## src/rtl/fifo_buffer.sv

```systemverilog
// fifo_buffer
//   Parameterised synchronous FIFO for use between pipeline stages. Every entry
//   is usable because occupancy is tracked in a count register that is one bit
//   wider than the pointers. Overflow and underflow are held as sticky flags
//   until err_clr is pulsed.
//
//   Build option: FIFO_FWFT_EN
//     defined   - first-word-fall-through. dout shows the head entry without a
//                 clock edge, and dvalid = avail. re pops the word on dout.
//     undefined - registered read. dout and dvalid are updated on the edge
//                 after an accepted re (1-cycle latency). Reads can be issued
//                 on every cycle.
//
//   Parameters
//     BUF_ID     instance tag, kept for identification only
//     ADDR_L     pointer width, depth = 2**ADDR_L
//     DATA_L     data width
//     AFULL_TH   afull  = count >= AFULL_TH
//     AEMPTY_TH  aempty = count <= AEMPTY_TH
//
//   Ports
//     clk, rst      clock, synchronous active-high reset
//     we, din       write request and data
//     re            read request (accepted only when avail)
//     err_clr       clears the overflow/underflow sticky flags
//     dout, dvalid  read data and its valid flag
//     avail, full, afull, aempty, count   occupancy status
//     overflow, underflow                 sticky error flags
module fifo_buffer #(
    parameter int BUF_ID    = 0,
    parameter int ADDR_L    = 5,
    parameter int DATA_L    = 16,
    parameter int AFULL_TH  = 28,
    parameter int AEMPTY_TH = 4
) (
    input  logic              clk,
    input  logic              rst,
    input  logic              we,
    input  logic [DATA_L-1:0] din,
    input  logic              re,
    input  logic              err_clr,
    output logic [DATA_L-1:0] dout,
    output logic              dvalid,
    output logic              avail,
    output logic              full,
    output logic              afull,
    output logic              aempty,
    output logic [ADDR_L:0]   count,
    output logic              overflow,
    output logic              underflow
);

    localparam int DEPTH = 1 << ADDR_L;
    localparam logic [ADDR_L:0] DEPTH_C  = (ADDR_L+1)'(DEPTH);
    localparam logic [ADDR_L:0] AFULL_C  = (ADDR_L+1)'(AFULL_TH);
    localparam logic [ADDR_L:0] AEMPTY_C = (ADDR_L+1)'(AEMPTY_TH);

    logic [DATA_L-1:0] mem [DEPTH];
    logic [ADDR_L-1:0] rpt;
    logic [ADDR_L-1:0] wpt;
    logic              rd_ok;
    logic              wr_ok;

    assign avail  = (count != '0);
    assign full   = (count == DEPTH_C);
    assign afull  = (count >= AFULL_C);
    assign aempty = (count <= AEMPTY_C);

    // A write into a full FIFO succeeds when a read frees a slot on the same
    // edge. A read from an empty FIFO is rejected, so there is no bypass path.
    assign rd_ok = re & avail;
    assign wr_ok = we & (~full | rd_ok);

    always_ff @(posedge clk) begin
        if (rst) begin
            rpt       <= '0;
            wpt       <= '0;
            count     <= '0;
            overflow  <= 1'b0;
            underflow <= 1'b0;
        end else begin
            if (wr_ok) wpt <= wpt + 1'b1;
            if (rd_ok) rpt <= rpt + 1'b1;
            case ({wr_ok, rd_ok})
                2'b10:   count <= count + 1'b1;
                2'b01:   count <= count - 1'b1;
                default: count <= count;
            endcase
            // If a new error occurs in the same cycle as err_clr, the flag stays set.
            overflow  <= (overflow  & ~err_clr) | (we & ~wr_ok);
            underflow <= (underflow & ~err_clr) | (re & ~avail);
        end
    end

    // Memory contents are not cleared by reset. Only the pointers are reset.
    always_ff @(posedge clk) begin
        if (!rst && wr_ok) mem[wpt] <= din;
    end

`ifdef FIFO_FWFT_EN
    assign dout   = mem[rpt];
    assign dvalid = avail;
`else
    always_ff @(posedge clk) begin
        if (rst) begin
            dout   <= '0;
            dvalid <= 1'b0;
        end else begin
            dvalid <= rd_ok;
            if (rd_ok) dout <= mem[rpt];
        end
    end
`endif

endmodule
```

## config.mk

```make
export PLATFORM = sky130hd
export DESIGN_NAME = fifo_buffer
export DESIGN_NICKNAME = d
export VERILOG_FILES = /design/src/rtl/fifo_buffer.sv
export SDC_FILE = /design/constraint.sdc
export NUM_CORES = 1
export LEC_CHECK = 0
export CORE_MARGIN = 2
export CORE_UTILIZATION = 42
export DETAILED_ROUTE_END_ITERATION = 12
export GPL_TIMING_DRIVEN = 1
export PLACE_DENSITY = 0.57
export SETUP_SLACK_MARGIN = 0.5
export SLEW_MARGIN = 10
export SYNTH_ARGS = -nofsm -noshare
export SYNTH_HDL_FRONTEND = slang
export SYNTH_SLANG_ARGS = --single-unit
```

## constraint.sdc

```tcl
create_clock -name clk -period 2.71 [get_ports clk]
set_input_delay 0.6775 -clock clk [delete_from_list [all_inputs] [get_ports clk]]
set_output_delay 0.6775 -clock clk [all_outputs]
set_load 0.02 [all_outputs]
```

==> results.yml <==
outcome:
  status: "finished clean"
global_routing:
  antenna_found_initial: 0
  grt_max_degree: 33
  grt_pass1_wl_um: 77900
  overflow: 0
  grt_pass1_vias: 11400
  grtUsageTotal_pct: 20.6
routing:
  wl_per_cell_um: 26.1
  top_layer: "met4"
  met2_length_um: 24500
  met3_length_um: 3400
  ant_nets: 0
  routed_wl_um: 54200
  vias: 11400
  viasPerCell: 5.51
  drc: 0
  drt_iter0_drc: 1089
  met1_length_um: 24500
  firstDrtPassIters: 7
timing:
  setup_ws_ns: 0.0667
  maxSlewViolCount: 0
  fmax_ghz: 0.378
  worst_pin_slew_ns: 0.681
  rsz0062_at_grt: "yes"
  final-hold-violation-count: 0
  skew_ns: 0.0228
  fin_crit_ns: 2.64
  finalSetupViolCount: 0
  holdWs_ns: 0.463
  slew_headroom_pct: 54.4
  period_share_pct: 97.5
yosys:
  ys_ff_latch: 547
  synthFlopType: "edfxtp_1"
  synth.avg_cell_area_um2: 19.0
  seq_area_frac_synth_pct: 75.8
  synth.most_common_cell: "edfxtp_1"
  netlist_top_cells_area: "edfxtp_1 72%, mux4_2 8.5%, mux2i_1 4.5%, dfxtp_1 3.3%, nor2_1 1.2%"
  synth_commonest_cells: "512 x edfxtp_1, 95 x mux2i_1, 80 x mux4_2"
  async_flop_share_pct: 0
  yosysTopAreaCell: "edfxtp_1"
  syn-num-nets: 1145
  synth_edf_count: 512
  yosysUniqueCellTypes: 56
  syn_area_um2: 21200
  netlist_instances: 1114
  ys_warn_count: 0
  netlist.area_leader.share_pct: 72.5
layout:
  drive_gt1_share_pct: 32.0
  fillers: 3844
  fin_nets: 1393
  diodes: 0
  seqCellArea_um2: 16100
  multiInputGateArea_um2: 5290
  syn_to_final_growth_pct: 27.9
die:
  design.core.area_um2: 50000
  dieArea_um2: 52300
  die_x_um: 229
  io_pins: 50
  row_count: 82
  start_util_pct: 42.5
  die_h_um: 229
place:
  hpwlAfterDp_um: 30900
  routabilityCongestion: 0.820
  place_ws_ns: -0.280
  numPortBuffers: 49
clocking:
  cts_root_buffer: "clkbuf_16"
  cts_tree: "built"
  clock_latency_ns: 0.61
  path_clk_slew_ns: 0.06
  cts_made_buffers: 54
  clock_sinks: 547
  h-tree-depth: 2
  clockBufferDepth: 3
critical_path:
  cp.arrival_ns: 2.99
  reg2regPathDepth: 13
  crit_type: "flip-flop to flip-flop"
  r2r_slack_ns: 0.07
  critPathLaunchType: "flip-flop"
  cp.required_ns: 3.06
  timing.critical_path.mode_cell: "buf_4"
  cpMaxStageDelayCell: "or4_4"
  path_cells: "or4_4 -> buf_8 -> buf_4 -> o31ai_4 -> buf_4 -> nor2_2 -> buf_12 -> nand2_8 -> buf_6 -> buf_6 -> buf_4 -> nor2_4 -> clkbuf_16"
  critPathMaxFanout: 8
  cp_slowest_stage_delay_ns: 0.57
  cp-end-kind: "flip-flop"
power:
  switchingPower_uw: 5650
  swShare_pct: 26.4
  pwr-share-comb_pct: 22.0
  p_clk_share_pct: 33.0
  p_seq_share_pct: 45.0
  p_per_area_nw_per_um2: 788
  p_leak_uw: 0.00862
  power.internal_uw: 15700
  ir_drop_mv: 0.533
run:
  maxCapViolations: 0
hold_path:
  hold_depth: 2
  hp-class: "flip-flop to flip-flop"
==> cells in the final DEF (no fill, tap or decap), drive strengths merged, types with 5 or more instances in the layout <==
cell	n
edfxtp	512
buf	194
mux2i	95
clkbuf	90
mux4	80
nor2	68
clkdlybuf4s50	43
dfxtp	35
o22ai	30
o21ai	30
nand2	28
a22o	26
clkinv	24
a21oi	16
o41ai	12
a2111oi	12
ha	9
a22oi	7
inv	7
xor2	6
a211oi	6
nand3b	5
xnor2	5
nor2b	5
==> cells by family after synthesis <==
group	share of synthesized area (%)
multiplexers	13.2
XOR/XNOR	0.454
AO/OA/AOI/OAI	5.42
flip-flops	75.8
AND/OR/NAND/NOR	3.01
buffers and inverters	1.54
adder cells (fa/ha/maj)	0.625
==> routing by layer <==
layer | vias up | track usage (%)
li1 | 5059 | -
met1 | 5934 | 30.6
met2 | 362 | 30.5
met3 | 85 | 3.79
met4 | 0 | 7.37
met5 | - | 0
==> power groups by stage <==
stage	sequential [uW]	combinational, uW	clock (uW)
3_5_place_dp	9810	4120	0
6_report	9620	4700	7060
5_1_grt	9640	4980	7550
4_1_cts	9620	4670	7200
3_3_place_gp	9810	4090	0
2_1_floorplan	9900	2340	0
==> state kept, by name, indices dropped and copies added, names as in the netlist <==
register and cells:
underflow 1, dout 16, rpt 5, overflow 1
mem 512, wpt 5, count 6, dvalid 1
==> what timing repair did <==
action,4_1_cts,5_1_grt
setup buffers,54,12
gates cloned,18,9
pin swaps,4,18
hold buffers,0,0
setup endpoints to repair,561,566
resized for setup,93,20
==> critical path: cells and delay by family, from the launching register on <==
family	cells	cell delay (ns)
compound gates	1	0.18
buf+inv	8	1.14
simple gates	4	0.74
flops	1	0.31
==> cell type report <==
class / count / area share [%]
clock buffers: 72 / 5.42
clock inverters: 27 / 0.654
inverters: 6 / 0.0830
multi-input cells: 494 / 19.5
flip-flops and latches: 547 / 59.3
well taps: 672 / 3.10
repair buffers: 259 / 12.0
==> final timing paths <==
path / startpoint / end
min: dout[1]$_SDFFE_PP0P_ / dout[1]$_SDFFE_PP0P_
min reg2reg: dout[1]$_SDFFE_PP0P_ / dout[1]$_SDFFE_PP0P_
max reg2reg: count[3]$_SDFFE_PP0P_ / mem[22][11]$_DFFE_PP_
max: count[3]$_SDFFE_PP0P_ / mem[22][11]$_DFFE_PP_
==> through the flow <==
step           power (uW)  utilization [%]  instances  instance area [um2]  setup TNS (ns)
2_1_floorplan       12200                -       1114                21600        -0.00581
3_3_place_gp        13900             47.6       1885                23800          -94.94
3_5_place_dp        13900             47.6       1885                23800          -92.45
4_1_cts             21500             53.5       2056                26700               0
5_1_grt             22200             54.3       2077                27100         -0.0201
6_report            21400             54.3       2077                27100               0
(Power assumes the default switching activity.)
